**src/rtl/player_pkg.sv**
```systemverilog
// Shared types and constants for the player movement engine.
// Contents: FSM state encoding, facing-direction constants and the packed
// platform descriptor used by platform_detect.
package player_pkg;

  typedef enum logic [1:0] {
    GROUNDED,
    AIRBORNE,
    DYING,
    GAME_OVER
  } state_t;

  localparam logic DIR_RIGHT = 1'b0;
  localparam logic DIR_LEFT  = 1'b1;

  typedef struct packed {
    logic [9:0] start_x;
    logic [9:0] end_x;
    logic [9:0] height;
  } platform_t;

endpackage

```
**src/rtl/platform_detect.sv**
```systemverilog
// Combinational platform query for the player mover.
// Ports:
//   centre      - sprite horizontal centre (11 bits, no wrap)
//   foot        - sprite bottom Y (11 bits, no wrap)
//   vy          - signed vertical velocity (two's complement)
//   plats       - packed array of platform descriptors
//   support     - some platform spans centre with its top exactly at foot
//   land        - some platform is crossed this frame while falling
//   land_height - top Y of the lowest-index landing platform
module platform_detect
  import player_pkg::*;
#(
  parameter int unsigned N_PLATFORMS = 4
) (
  input  logic [10:0]                       centre,
  input  logic [10:0]                       foot,
  input  logic signed [9:0]                 vy,
  input  platform_t [N_PLATFORMS-1:0]       plats,
  output logic                              support,
  output logic                              land,
  output logic [9:0]                        land_height
);

  logic [11:0] foot_reach;
  logic        spans;
  logic [10:0] top;

  // Swept window: the foot travels from foot to foot+vy this frame.
  assign foot_reach = {1'b0, foot} + {3'b000, vy[8:0]};

  always_comb begin
    support     = 1'b0;
    land        = 1'b0;
    land_height = '0;
    spans       = 1'b0;
    top         = '0;
    for (int unsigned i = 0; i < N_PLATFORMS; i++) begin
      top   = {1'b0, plats[i].height};
      spans = (centre >= {1'b0, plats[i].start_x}) &&
              (centre <= {1'b0, plats[i].end_x});
      if (spans && (foot == top))
        support = 1'b1;
      // First qualifying index is kept, so the lowest index wins.
      if (!land && spans && !vy[9] && (foot <= top) &&
          ({1'b0, top} <= foot_reach)) begin
        land        = 1'b1;
        land_height = plats[i].height;
      end
    end
  end

endmodule

```
**src/rtl/player_physics.sv**
```systemverilog
// Per-frame movement engine for one player: walking, jumping with clamped
// gravity, swept landing on N platforms, lives/death/respawn and
// post-respawn invulnerability. State advances on Clk edges where
// frame_tick and enable are both high.
// Ports:
//   Clk, Reset (async, active high), frame_tick, enable
//   move_left, move_right, jump (level), hit (pulse, any cycle)
//   plat_start/plat_end/plat_height - N_PLATFORMS x 10-bit, index i at [i*10 +: 10]
//   PlayerHeight, PlayerWidth       - sprite size
//   PlayerX, PlayerY, Direction, onPlatform, playerMoving,
//   Lives, game_over, invulnerable  - registered status outputs
module player_physics
  import player_pkg::*;
#(
  parameter int unsigned N_PLATFORMS    = 4,
  parameter int unsigned X_STEP         = 2,
  parameter int unsigned JUMP_VEL       = 8,
  parameter int unsigned GRAVITY        = 1,
  parameter int unsigned GRAV_DIV       = 2,
  parameter int unsigned MAX_FALL       = 6,
  parameter int unsigned X_START        = 30,
  parameter int unsigned Y_START        = 168,
  parameter int unsigned X_RESPAWN      = 30,
  parameter int unsigned Y_RESPAWN      = 75,
  parameter int unsigned X_MAX          = 639,
  parameter int unsigned Y_KILL         = 469,
  parameter int unsigned LIVES_INIT     = 3,
  parameter int unsigned RESPAWN_FRAMES = 30,
  parameter int unsigned INVULN_FRAMES  = 60
) (
  input  logic                     Clk,
  input  logic                     Reset,
  input  logic                     frame_tick,
  input  logic                     enable,
  input  logic                     move_left,
  input  logic                     move_right,
  input  logic                     jump,
  input  logic                     hit,
  input  logic [N_PLATFORMS*10-1:0] plat_start,
  input  logic [N_PLATFORMS*10-1:0] plat_end,
  input  logic [N_PLATFORMS*10-1:0] plat_height,
  input  logic [9:0]               PlayerHeight,
  input  logic [9:0]               PlayerWidth,
  output logic [9:0]               PlayerX,
  output logic [9:0]               PlayerY,
  output logic                     Direction,
  output logic                     onPlatform,
  output logic                     playerMoving,
  output logic [1:0]               Lives,
  output logic                     game_over,
  output logic                     invulnerable
);

  state_t            state, state_n;
  logic signed [9:0] vy, vy_n;
  logic [15:0]       grav_cnt, grav_cnt_n;
  logic [15:0]       dying_cnt, dying_cnt_n;
  logic [15:0]       invuln_cnt, invuln_cnt_n;
  logic              hit_latch, hit_latch_n;
  logic              jump_prev, jump_prev_n;
  logic [9:0]        x_n, y_n;
  logic              dir_n, moving_n;
  logic [1:0]        lives_n;

  logic              tick, jump_edge;
  logic signed [11:0] dx, x_sum, x_lim, y_sum;
  logic signed [10:0] vy_plus;
  logic [9:0]        x_new, y_air;
  logic signed [9:0] vy_grav;
  logic [10:0]       centre, foot;
  logic              kill;
  logic              support, land;
  logic [9:0]        land_height;
  platform_t [N_PLATFORMS-1:0] plats;

  always_comb begin
    for (int unsigned i = 0; i < N_PLATFORMS; i++) begin
      plats[i].start_x = plat_start[i*10 +: 10];
      plats[i].end_x   = plat_end[i*10 +: 10];
      plats[i].height  = plat_height[i*10 +: 10];
    end
  end

  assign tick      = frame_tick & enable;
  assign jump_edge = jump & ~jump_prev;

  // Horizontal step and clamp to [0, X_MAX - PlayerWidth].
  always_comb begin
    dx = '0;
    if (move_left && !move_right)
      dx = -$signed(12'(X_STEP));
    else if (move_right && !move_left)
      dx = $signed(12'(X_STEP));
    x_sum = $signed({2'b00, PlayerX}) + dx;
    x_lim = $signed(12'(X_MAX)) - $signed({2'b00, PlayerWidth});
    if (x_sum > x_lim)
      x_sum = x_lim;
    if (x_sum < 0)
      x_sum = '0;
    x_new = x_sum[9:0];
  end

  assign centre = {1'b0, x_new} + {2'b00, PlayerWidth[9:1]};
  assign foot   = {1'b0, PlayerY} + {1'b0, PlayerHeight};

  // Vertical integration; negative Y pins to the top of the screen.
  always_comb begin
    y_sum = $signed({2'b00, PlayerY}) + $signed({{2{vy[9]}}, vy});
    kill  = y_sum > $signed(12'(Y_KILL));
    y_air = (y_sum < 0) ? '0 : y_sum[9:0];
    vy_plus = $signed({vy[9], vy}) + $signed(11'(GRAVITY));
    vy_grav = (vy_plus > $signed(11'(MAX_FALL))) ? 10'(MAX_FALL) : vy_plus[9:0];
  end

  platform_detect #(
    .N_PLATFORMS(N_PLATFORMS)
  ) u_detect (
    .centre     (centre),
    .foot       (foot),
    .vy         (vy),
    .plats      (plats),
    .support    (support),
    .land       (land),
    .land_height(land_height)
  );

  always_ff @(posedge Clk or posedge Reset) begin
    if (Reset) begin
      state        <= GROUNDED;
      PlayerX      <= 10'(X_START);
      PlayerY      <= 10'(Y_START);
      vy           <= '0;
      Direction    <= DIR_RIGHT;
      playerMoving <= 1'b0;
      Lives        <= 2'(LIVES_INIT);
      grav_cnt     <= '0;
      dying_cnt    <= '0;
      invuln_cnt   <= '0;
      hit_latch    <= 1'b0;
      jump_prev    <= 1'b0;
    end else begin
      state        <= state_n;
      PlayerX      <= x_n;
      PlayerY      <= y_n;
      vy           <= vy_n;
      Direction    <= dir_n;
      playerMoving <= moving_n;
      Lives        <= lives_n;
      grav_cnt     <= grav_cnt_n;
      dying_cnt    <= dying_cnt_n;
      invuln_cnt   <= invuln_cnt_n;
      hit_latch    <= hit_latch_n;
      jump_prev    <= jump_prev_n;
    end
  end

  always_comb begin
    state_n      = state;
    x_n          = PlayerX;
    y_n          = PlayerY;
    vy_n         = vy;
    dir_n        = Direction;
    moving_n     = playerMoving;
    lives_n      = Lives;
    grav_cnt_n   = grav_cnt;
    dying_cnt_n  = dying_cnt;
    invuln_cnt_n = invuln_cnt;
    hit_latch_n  = hit_latch;
    jump_prev_n  = jump_prev;

    // A latched hit is consumed by the tick; a hit arriving on the tick
    // cycle itself is held for the following tick.
    if (tick)
      hit_latch_n = 1'b0;
    if (hit && enable && !invulnerable)
      hit_latch_n = 1'b1;

    if (tick) begin
      jump_prev_n = jump;
      if (invuln_cnt != '0)
        invuln_cnt_n = invuln_cnt - 16'd1;

      unique case (state)
        GROUNDED, AIRBORNE: begin
          if (hit_latch || (state == AIRBORNE && kill)) begin
            vy_n        = '0;
            grav_cnt_n  = '0;
            dying_cnt_n = '0;
            moving_n    = 1'b0;
            if (Lives <= 2'd1) begin
              lives_n = '0;
              state_n = GAME_OVER;
            end else begin
              lives_n = Lives - 2'd1;
              state_n = DYING;
            end
          end else begin
            x_n      = x_new;
            moving_n = (x_new != PlayerX);
            if (dx < 0)
              dir_n = DIR_LEFT;
            else if (dx > 0)
              dir_n = DIR_RIGHT;

            if (state == GROUNDED) begin
              if (jump_edge) begin
                vy_n       = '0 - 10'(JUMP_VEL);
                grav_cnt_n = '0;
                state_n    = AIRBORNE;
                moving_n   = 1'b1;
              end else if (!support) begin
                vy_n       = '0;
                grav_cnt_n = '0;
                state_n    = AIRBORNE;
                moving_n   = 1'b1;
              end
            end else if (land) begin
              y_n        = land_height - PlayerHeight;
              vy_n       = '0;
              grav_cnt_n = '0;
              state_n    = GROUNDED;
            end else begin
              y_n      = y_air;
              moving_n = 1'b1;
              if (grav_cnt >= 16'(GRAV_DIV - 1)) begin
                grav_cnt_n = '0;
                vy_n       = vy_grav;
              end else begin
                grav_cnt_n = grav_cnt + 16'd1;
              end
            end
          end
        end

        DYING: begin
          moving_n = 1'b0;
          if (dying_cnt >= 16'(RESPAWN_FRAMES - 1)) begin
            x_n          = 10'(X_RESPAWN);
            y_n          = 10'(Y_RESPAWN);
            vy_n         = '0;
            grav_cnt_n   = '0;
            dying_cnt_n  = '0;
            invuln_cnt_n = 16'(INVULN_FRAMES);
            state_n      = AIRBORNE;
          end else begin
            dying_cnt_n = dying_cnt + 16'd1;
          end
        end

        GAME_OVER: begin
          moving_n = 1'b0;
        end

        default: state_n = GROUNDED;
      endcase
    end
  end

  assign onPlatform   = (state == GROUNDED);
  assign game_over    = (state == GAME_OVER);
  assign invulnerable = (invuln_cnt != '0);

endmodule
```
**config.mk**
```make
export PLATFORM = sky130hd
export DESIGN_NAME = player_physics
export DESIGN_NICKNAME = d
export VERILOG_FILES = /design/src/rtl/player_pkg.sv /design/src/rtl/platform_detect.sv /design/src/rtl/player_physics.sv
export SDC_FILE = /design/constraint.sdc
export NUM_CORES = 1
export LEC_CHECK = 0
export ABC_AREA = 1
export CAP_MARGIN = 20
export CORE_MARGIN = 5
export CORE_UTILIZATION = 50
export CTS_BUF_LIST = sky130_fd_sc_hd__clkbuf_8
export CTS_CLUSTER_SIZE = 10
export DETAILED_ROUTE_END_ITERATION = 7
export PLACE_DENSITY = 0.85
export SLEW_MARGIN = 10
export SYNTH_ARGS = -nofsm -noshare
export SYNTH_HDL_FRONTEND = slang
export SYNTH_SLANG_ARGS = --single-unit
```
**constraint.sdc**
```tcl
create_clock -name Clk -period 9.15 [get_ports Clk]
set_input_delay 2.2875 -clock Clk [delete_from_list [all_inputs] [get_ports Clk]]
set_output_delay 2.2875 -clock Clk [all_outputs]
set_load 0.02 [all_outputs]
```
Word-level counts from Yosys, hierarchy flattened
Cells that the tools add are included.
- output and inout port bits: 27
- register bits after elaboration: 86
- input bits: 148
- reduce and logical (&&, ||, !) cells: 51
- magnitude comparators: 26
- add/subtract/negate cells: 12
- bitwise logic cells: 4
- mux-type cells: 67
- eq/ne operators: 15
- operators with widths (kind ; number):
    two-way mux 10 bit ; 20
    two-way mux 16 bit ; 12
    <= comparator 11 x 10 -> 1 bit ; 8
    case mux 16 bit (2 select lines) ; 2
    case mux 10 bit (2 select lines) ; 3
    <= comparator 10 x 12 -> 1 bit ; 4
    == test 11 x 10 -> 1 bit ; 4
    greater-or-equal comparator 11 x 10 -> 1 bit ; 4
    < comparator 12 x 1 -> 1 bit, second input constant ; 3
    adder 16 x 1 -> 16 bit, second input constant ; 2
    logical AND 1 bit ; 28
    two-way mux 12 bit ; 2
    two-way mux 1 bit ; 18
    greater-or-equal comparator 16 x 1 -> 1 bit, second input constant ; 1
    greater-or-equal comparator 16 x 5 -> 1 bit, second input constant ; 1
    two-way mux 2 bit ; 8
    nonzero test 16 bit ; 1
    subtractor 16 x 1 -> 16 bit, second input constant ; 1
    AND reduction 5 bit ; 3
    adder 11 x 10 -> 12 bit ; 1
    adder 11 x 12 -> 12 bit ; 1
    adder 11 x 9 -> 12 bit ; 1
    > comparator 12 x 1 -> 1 bit, second input constant ; 1
    > comparator 12 x 10 -> 1 bit, second input constant ; 1
    other kinds (26) ; 45

Longest topological paths before layout
Gate-level depths: netlist of run 1.
- depth in word-level cells: 39
- mapped depth: 69

By module
Synthesis of run 1 repeated with hierarchy kept, for this count alone.
- cells, all modules: 1875
- area, all modules: 12858.6 um^2
- by module, submodules not included (module ; area each (um^2) ; cells an instance ; instances ; sequential area each (um^2)):
    player_physics ; 7639.8 ; 1068 ; 1 ; 2163.3
    platform_detect ; 5218.8 ; 807 ; 1 ; 0.0

Worst setup path before layout of run 1
No wires, ideal clock.
- path type: input to register
- from: in move_right
- to: reg PlayerY[9]
- required time: 9033 ps
- slack: -1836 ps
- cell stages on the path: 66
- arrival time: 10869 ps
- path through: inv_1 ha_1 inv_1 ha_1 nand2_1 inv_1 o21ai_0 nand2_1 a31oi_1 o221ai_1 nand2_1 a21oi_1 nor2_1 xor2_1 ha_1 nand2_1 nor2_1 and2_1 [30 not listed] nor3_1 inv_1 ha_1 nand2_1 o21ai_0 a21oi_1 o21ai_0 a21oi_1 o21bai_1 nand2_1 nand2_1 a21oi_1 xor2_1 inv_1 nand3_1 nand3_1 nand2_1 nand2_1
- longest elaborated chain between the ends: 38
- elaborated cells between the ends (all ways): 54
- those cells by class: add/sub (3); order compare (10); mux (16); reduce/logical (25)
- ends and longest elaborated chain (item ; RTL line ; text):
    start, declared ; player_physics.sv:36 ; input logic move_right,
    logical AND 1 bit or logical NOT 1 bit (tied branches) ; player_physics.sv:92, player_physics.sv:90 ;
    two-way mux 2 bit or logical AND 1 bit (tied branches) ; player_physics.sv:92, player_physics.sv:90 ;
    two-way mux 12 bit (*) ; player_physics.sv:90 ; if (move_left && !move_right)
    adder 11 x 12 -> 12 bit (*) ; player_physics.sv:94 ; x_sum = $signed({2'b00, PlayerX}) + dx;
    > comparator 12 x 11 -> 1 bit ; player_physics.sv:96 ; if (x_sum > x_lim)
    two-way mux 12 bit (*) ; player_physics.sv:96 ;
    < comparator 12 x 1 -> 1 bit ; player_physics.sv:98 ; if (x_sum < 0)
    two-way mux 10 bit (*) ; player_physics.sv:98 ;
    [19 not listed] ; n/a ;
    logical NOT 1 bit ; platform_detect.sv:44 ; if (!land && spans && !vy[9] && (foot <= top) &&
    logical AND 1 bit (4 in a row) ; platform_detect.sv:44 ;
    two-way mux 10 bit ; platform_detect.sv:44 ;
    subtractor 10 bit ; player_physics.sv:218 ; y_n = land_height - PlayerHeight;
    two-way mux 10 bit (*) ; player_physics.sv:217 ; end else if (land) begin
    two-way mux 10 bit (*) ; player_physics.sv:205 ; if (state == GROUNDED) begin
    two-way mux 10 bit (*) ; player_physics.sv:185 ; if (hit_latch || (state == AIRBORNE && kill)) begin
    case mux 10 bit (2 select lines) (*) ; player_physics.sv:183 ; unique case (state)
    end signal, assigned ; player_physics.sv:131 ; PlayerY <= 10'(Y_START);
    end signal, assigned ; player_physics.sv:144 ; PlayerY <= y_n;
    end, declared ; player_physics.sv:45 ; output logic [9:0] PlayerY,
Every way passes the cells marked *; elsewhere a longest branch is shown, timed or not. The select of a mux whose other input is x is not followed.
A chain may end at the register's enable or synchronous reset.

Final worst setup path of run 1
Ends and elaborated chain as after synthesis.

==> reports/qor.yml, run 1 <==
timing.critical_path.slowest_cell_delay_ps: 360
route.detailed.drc: 0
slew_violations: 0
crit-reg2reg-capture: "PlayerY[9]"
min-delay-start: "grav_cnt[12]"
rsz0062_at_grt: "true"
die_width_um: 163
htreeDepth: 3
period_needed_ps: 10330
critical_path_peak_fanout: 7
io_pins: 175
synth_cell_types: 55
detailroute.via_count: 13100
finish.net_count: 2438
chipHeight_um: 163
grt_start_max_net_pins: 87
worstSetupEndpointType: "flop"
final_hold_viol_count: 0
post_synth_edffs: 0
postRouteWirelength_um: 38500
synth.cell_area_um2: 11700
cts.path.max_buffers: 2
synth_async_sr_flop_share: 1.00
fin_tns_setup_ps: -7580
synthFlopType: "dfrtp_1"
viasPerCell: 5.52
pre_repair_dr_iteration_count: 6
reg2reg_depth: 58
setup.reg_to_reg.worst_slack_ps: 430
drt.antenna.violating_nets: 0
status: "finished, violations left"
proportion_of_layout_cells_with_a_drive_suffix_above_1: 0.183
yosys_warnings: 0
finalWorstSetupSlack_ps: -1180
postSynthCellCount: 1686
maxCapViolations: 0
syn_nets: 2077
coreArea_um2: 23300
insertion_delay_ps: 360
count_of_state_elements_after_synthesis: 86
crit_slowest_cell: "fa_2"
max_slew_margin: 0.527
clock.fmax_ghz: 0.0968
worst_hold_path.endpoint: "grav_cnt[12]"
first_iter_violations: 1038
synth.avg_cell_area_um2: 6.95
worst_clock_skew_ps: 12.7
cts-root-buf: "clkbuf_8"
grt_pass1_vias: 12600
grt_pass1_wl_um: 59900
holdCritPathClass: "flop to flop"
arrival_ps: 10590
dpl.hpwl_um: 30800
setup_viol: 10
layout.filler_cells: 1813
areaGrowthSynthToFinish_pct: 37.9
hold-path-cell-count: 2
tritoncts_num_sinks: 86
io_buffer_count: 174
r2r-start: "PlayerX[2]"
tritoncts: "done"
avgRoutedWirePerCell_um: 16.2
cts-buffers-inserted: 9
path_common_cell: "nand2_1"
tightest_slew_ps: 705
finalCritPeriodShare: 1.13
setup.worst_path.start_class: "primary input"
number_of_antenna_violations_at_the_first_check_in_global_routing: 0
worst-endpoint-required_ps: 9410
clk_pin_slew_worst_paths_ps: 90
initial_utilization: 0.504
synth-seq-area-share: 0.185
diodes: 0
design.die.area_um2: 26600
globalRouteTotalUtil: 0.275
global_route.overflow_total: 0
gp_routability_congestion: 1.04
placementRows: 56
crit_type: "primary input to flop"
violations: "negative setup slack"
state kept, by name (all words and copies together), names as in the netlist:
name	count
Direction	1
Lives	2
PlayerX	10
PlayerY	10
dying_cnt	16
grav_cnt	16
hit_latch	1
invuln_cnt	16
jump_prev	1
playerMoving	1
state	2
vy	10
metal layers:
metal / share of wire / routed length [um] / up-vias / track usage
met1: 0.41 / 15700 / 6064 / 0.348
met4: 0.042 / 1620 / 0 / 0.0961
li1: - / - / 6333 / -
met3: 0.067 / 2580 / 140 / 0.0379
met5: 0 / 0 / - / 0
met2: 0.48 / 18600 / 561 / 0.480
Yosys cell counts, drive strengths merged, types with 10 or more instances:
library cell  instances  area share
nor2                171       0.056
nor3                 26       0.012
ha                  237        0.25
a21oi               131       0.056
nand4                34       0.019
nand2               297        0.10
dfrtp                77        0.16
o22ai                13      0.0069
buf                  10      0.0063
o21ai                89       0.038
xnor2                20       0.015
nand3                92       0.042
a211oi               11      0.0070
xor2                 44       0.033
inv                 323        0.10
logic make-up (layout without fill, tap and decap cells):
kind of cell    after synthesis  after routing  synth area share
fa+ha+maj                   243            243             0.263
compound gates              303            303             0.147
flops                        86             86             0.185
simple gates                650            650             0.245
buf+inv                     339            705             0.112
xor+xnor                     64             64            0.0478
mux                           1              1          0.000854
repair_timing:
action,in CTS,in global routing
pin swaps,50,67
hold buffers,0,0
endpoints found under the setup margin,39,39
gates resized for setup,51,98
setup buffers,13,8
final cells by class:
type,instances,area (um2),share of cell area
clock buffer,10,138,0.00852
clock inverter,6,45.0,0.00279
sequential,86,2160,0.134
timing repair buffer,366,3290,0.204
tap,319,399,0.0247
inverter,323,1240,0.0769
multi-input combinational,1261,8880,0.550
layout by cell type, fill, tap and decap left out, types with 14 or more instances in the layout:
master / count
nor2_2: 14
o21ai_1: 21
a21oi_1: 120
inv_1: 307
nand3_2: 17
nand2_2: 26
nor3_1: 24
ha_1: 225
xnor2_1: 18
nor2_1: 153
o21ai_0: 58
clkdlybuf4s50_1: 172
xor2_1: 41
dfrtp_1: 77
nand2_1: 262
nand3_1: 71
buf_4: 177
nand4_1: 33
worst max path at each step:
stage,startpoint,end,cells past startpoint
2_1_floorplan,move_right,PlayerY[9],66
3_3_place_gp,move_right,PlayerY[9],65
3_5_place_dp,move_right,PlayerY[9],65
4_1_cts,move_right,PlayerY[9],64
5_1_grt,move_right,PlayerY[9],65
6_report,move_right,PlayerY[9],60
worst max-delay path, delay by kind of cell:
family / cells / cell delay (ps)
xor gates and xnor gates: 3 / 590
buffers and inverters: 10 / 1020
adders and majority gates: 8 / 2230
AOI/OAI and AO/OA: 16 / 2480
and+or+nand+nor: 23 / 1940
per-stage QoR:
stage / instance area [um2] / hold WS, ps / setup WS (ps) / utilization / instances
3_5_place_dp: 15300 / 474 / -2120 / 0.656 / 2335
2_1_floorplan: 11900 / 434 / -1050 / - / 1686
3_3_place_gp: 15300 / 456 / -1810 / 0.656 / 2335
6_report: 16200 / 494 / -1180 / 0.695 / 2371
4_1_cts: 15700 / 493 / -800 / 0.674 / 2362
5_1_grt: 16200 / 517 / -1620 / 0.695 / 2371
Power of run 1 is left out: the tool's default activity adds up to more than one toggle a clock period on the data nets, which glitch-free logic cannot reach.
==> inputs of run 2 (changes only) <==
--- a/config.mk
+++ b/config.mk
@@ -7,12 +7,13 @@
 export LEC_CHECK = 0
 export ABC_AREA = 1
 export CAP_MARGIN = 20
-export CORE_MARGIN = 5
+export CORE_MARGIN = 8
 export CORE_UTILIZATION = 50
 export CTS_BUF_LIST = sky130_fd_sc_hd__clkbuf_8
 export CTS_CLUSTER_SIZE = 10
 export DETAILED_ROUTE_END_ITERATION = 7
 export PLACE_DENSITY = 0.85
+export SKIP_CTS_REPAIR_TIMING = 1
 export SLEW_MARGIN = 10
 export SYNTH_ARGS = -nofsm -noshare
 export SYNTH_HDL_FRONTEND = slang
==> run 2 against run 1 <==
The flow still finishes with violations (negative setup slack). Routed wire length up 2.0%. Clock skew fell by 2.7 ps. Worst hold slack got worse by 9.0 ps. Sequential cell count did not move. Clock-buffer cell count stayed put. Fmax fell by 1.7%. Register-to-register slack lost 180 ps. Setup slack worse by 180 ps. Die area rose by 7.5%. Critical endpoint unchanged. Largest cell class unchanged.
==> reports/qor.yml, run 2 (synthesis results as in run 1) <==
status: "finished, violations left"
violations: "negative setup slack"
finish.net_count: 2452
hold_slack_ps: 485
top_regs: "dying_cnt: 16 flops, grav_cnt: 16 flops, invuln_cnt: 16 flops"
finalCritPeriodShare: 1.15
number_of_antenna_violations_at_the_first_check_in_global_routing: 2
coreArea_um2: 23300
arrival_ps: 10760
worstSetupEndpointType: "flop"
postRouteWirelength_um: 39300
worst_clock_skew_ps: 9.92
cts-buffers-inserted: 9
io_pins: 175
htreeDepth: 3
dpl.hpwl_um: 30900
layout.filler_cells: 1786
globalRouteTotalUtil: 0.249
tritoncts: "done"
cts-root-buf: "clkbuf_8"
initial_utilization: 0.504
fin_tns_setup_ps: -9750
final_cell_mix: "inv_1 (307), nand2_1 (269), ha_1 (219)"
detailroute.via_count: 13000
areaGrowthSynthToFinish_pct: 38.8
proportion_of_layout_cells_with_a_drive_suffix_above_1: 0.181
regArea_um2: 2160
die_width_um: 169
critical_path_peak_fanout: 8
final_common_cell: "inv_1"
pre_repair_dr_iteration_count: 5
crit_slowest_cell: "nor4_1"
design.die.area_um2: 28600
gp_routability_congestion: 1.03
final_hold_viol_count: 0
grt_start_max_net_pins: 87
slew_violations: 0
crit_type: "primary input to flop"
tritoncts_num_sinks: 86
tightest_slew_ps: 586
grt_pass1_wl_um: 58600
maxCapViolations: 0
grt_pass1_vias: 12400
setup.worst_path.start_class: "primary input"
viasPerCell: 5.46
multi_input_area_um2: 8900
avgRoutedWirePerCell_um: 16.5
worst-endpoint-required_ps: 9400
max_slew_margin: 0.606
path_common_cell: "nand2_1"
holdCritPathClass: "flop to flop"
first_iter_violations: 979
setup_viol: 20
period_needed_ps: 10510
route.detailed.drc: 0
insertion_delay_ps: 360
chipHeight_um: 169
clk_pin_slew_worst_paths_ps: 90
finalWorstSetupSlack_ps: -1360
global_route.overflow_total: 0
placementRows: 56
rsz0062_at_grt: "true"
final_util: 0.699
drt.antenna.violating_nets: 0
cts.path.max_buffers: 2
io_buffer_count: 174
timing.critical_path.slowest_cell_delay_ps: 430
clock.fmax_ghz: 0.0951
run 2: layout make-up:
cell class,count,share of cell area
multi-input cells,1261,0.547
repair buffers,380,0.208
flip-flops and latches,86,0.133
inverters,323,0.0758
well taps,319,0.0245
clock buffers,10,0.00846
clock inverters,6,0.00231
diodes,2,0.000308
run 2: through the flow:
| step | instances | setup slack [ps] | area, um2 |
|---|---|---|---|
| 3_3_place_gp | 2338 | -1810 | 15300 |
| 3_5_place_dp | 2338 | -2040 | 15300 |
| 5_1_grt | 2387 | -1760 | 16300 |
| 6_report | 2387 | -1360 | 16300 |
| 2_1_floorplan | 1686 | -1050 | 11900 |
| 4_1_cts | 2354 | -1700 | 15500 |
run 2: path summary, 6_finish.rpt:
check | startpoint | endpoint | slack, ps | depth (start not counted)
max | move_right | PlayerY[9] | -1360 | 62
min | invuln_cnt[14] | invuln_cnt[14] | 490 | 1
max reg2reg | PlayerX[2] | PlayerY[9] | 250 | 60
min reg2reg | invuln_cnt[14] | invuln_cnt[14] | 490 | 1
max in group asynchronous | Reset | PlayerY[3] | 6070 | 4
min in group asynchronous | Reset | dying_cnt[15] | 2390 | 3
run 2: layer usage:
layer  routed length (um)  track usage
met1                16000        0.301
met2                19200        0.447
met3                 2400       0.0335
met4                 1620       0.0850
met5                    0            0
run 2: worst max-delay path, delay by kind of cell:
family	cells	cell delay [ps]
adders and majority gates	6	1490
and+or+nand+nor	24	2740
buffers and inverters	16	1910
xor gates and xnor gates	2	300
AOI/OAI and AO/OA	14	2030
Power of run 2 is left out for the same reason.
==> inputs of run 3 (changes only) <==
--- a/config.mk
+++ b/config.mk
@@ -12,7 +12,7 @@
 export CTS_BUF_LIST = sky130_fd_sc_hd__clkbuf_8
 export CTS_CLUSTER_SIZE = 10
 export DETAILED_ROUTE_END_ITERATION = 7
-export PLACE_DENSITY = 0.85
+export PLACE_DENSITY = 0.78
 export SKIP_CTS_REPAIR_TIMING = 1
 export SLEW_MARGIN = 10
 export SYNTH_ARGS = -nofsm -noshare
==> run 3 against run 2 <==
The flow still finishes with violations (negative setup slack). Sequential cell count stayed put. Die area is the same. Core utilization fell by 1.1 points. Routed wire length fell by 4.2%. Fmax up 3.1%. First-iteration DRC count is 26% lower. Highest routed layer unchanged. Via count down 3.3%. Sequential share of layout area rose by 0.21 points. Non-clock buffer count fell by 11.
==> reports/qor.yml, run 3 (synthesis results as in run 1) <==
number_of_antenna_violations_at_the_first_check_in_global_routing: 1
coreArea_um2: 23300
globalRouteTotalUtil: 0.253
cts.path.max_buffers: 2
crit-reg2reg-capture: "PlayerY[9]"
regArea_um2: 2160
initial_utilization: 0.504
worst_hold_path.endpoint: "invuln_cnt[14]"
finalWorstSetupSlack_ps: -1040
min-delay-start: "invuln_cnt[14]"
clk_pin_slew_worst_paths_ps: 100
detailroute.via_count: 12600
reg2reg_depth: 62
setup_viol: 9
path_common_cell: "nand2_1"
tritoncts: "done"
crit_slowest_cell: "or4_4"
worst_clock_skew_ps: 16.0
first_iter_violations: 720
design.die.area_um2: 28600
placementRows: 56
cts-buffers-inserted: 9
r2r-start: "PlayerX[2]"
cts-root-buf: "clkbuf_8"
rsz0062_at_grt: "true"
setup.reg_to_reg.worst_slack_ps: 560
top_regs: "dying_cnt: 16 flops, grav_cnt: 16 flops, invuln_cnt: 16 flops"
global_route.overflow_total: 0
proportion_of_layout_cells_with_a_drive_suffix_above_1: 0.168
setup.worst_path.start_class: "primary input"
holdCritPathClass: "flop to flop"
postRouteWirelength_um: 37700
multi_input_area_um2: 8740
hold-path-cell-count: 1
viasPerCell: 5.31
avgRoutedWirePerCell_um: 15.9
clock.fmax_ghz: 0.0981
slew_violations: 0
tritoncts_num_sinks: 86
violations: "negative setup slack"
finish.net_count: 2441
worst-endpoint-required_ps: 9430
gp_routability_congestion: 0.997
dpl.hpwl_um: 31200
layout.filler_cells: 1965
grt_start_max_net_pins: 87
pre_repair_dr_iteration_count: 5
route.detailed.drc: 0
maxCapViolations: 0
finalCritPeriodShare: 1.11
insertion_delay_ps: 370
htreeDepth: 3
die_width_um: 169
grt_pass1_wl_um: 59000
grt_pass1_vias: 12300
io_pins: 175
timing.critical_path.slowest_cell_delay_ps: 510
arrival_ps: 10470
hold_slack_ps: 474
chipHeight_um: 169
final_common_cell: "inv_1"
drt.antenna.violating_nets: 0
period_needed_ps: 10190
status: "finished, violations left"
worstSetupEndpointType: "flop"
final_hold_viol_count: 0
io_buffer_count: 174
max_slew_margin: 0.594
tightest_slew_ps: 604
critical_path_peak_fanout: 6
final_cell_mix: "inv_1 (307), nand2_1 (268), ha_1 (223)"
areaGrowthSynthToFinish_pct: 36.6
pre_cts_ws_ps: -2050
crit_type: "primary input to flop"
==> run 3: cell count changes in the layout (fill, tap and decap cells not counted), moves of 5 or more <==
cell	before	now
buf_4	191	185
o21ai_1	25	20
ha_4	16	11
nor2_1	156	161
nor2_4	6	1
==> run 3: how the worst max path moves through the flow <==
stage                from          to  slack (ps)  depth (start not counted)
5_1_grt        move_right  PlayerY[9]       -1560                         66
3_5_place_dp   move_right  PlayerY[9]       -2050                         67
3_3_place_gp   move_right  PlayerY[9]       -1730                         67
4_1_cts        move_right  PlayerY[9]       -1690                         67
2_1_floorplan  move_right  PlayerY[9]       -1050                         66
6_report       move_right  PlayerY[9]       -1040                         66
==> run 3: area by class of cell <==
| type | instances | area share |
|---|---|---|
| clock buffers | 9 | 0.00774 |
| clock inverters | 7 | 0.00445 |
| diodes | 1 | 0.000156 |
| inverters | 323 | 0.0769 |
| multi-input cells | 1261 | 0.546 |
| well taps | 319 | 0.0249 |
| flip-flops and latches | 86 | 0.135 |
| repair buffers | 369 | 0.205 |
==> run 3: layer usage <==
metal | vias up | GRT usage | routed length (um)
met1 | 5810 | 0.314 | 16300
met4 | 0 | 0.0835 | 1260
met2 | 377 | 0.445 | 18100
li1 | 6327 | - | -
met5 | - | 0 | 0
met3 | 97 | 0.0342 | 1990
==> run 3: per-stage QoR <==
stage / area, um2 / TNS, ps / utilization / std cells
final: 16000 / -6670 / 0.688 / 2375
after detailed placement: 15300 / -34750 / 0.659 / 2343
after global placement: 15300 / -25570 / 0.658 / 2342
after floorplan: 11900 / -4530 / - / 1686
after global routing: 16000 / -13750 / 0.688 / 2375
after CTS: 15500 / -21060 / 0.667 / 2359
==> run 3: critical path: cells and delay by family <==
| family | cells | cell delay, ps |
|---|---|---|
| and+or+nand+nor | 30 | 3210 |
| xor gates and xnor gates | 3 | 380 |
| adders and majority gates | 7 | 1830 |
| AOI/OAI and AO/OA | 14 | 1740 |
| buffers and inverters | 12 | 990 |
Power of run 3 is left out for the same reason.
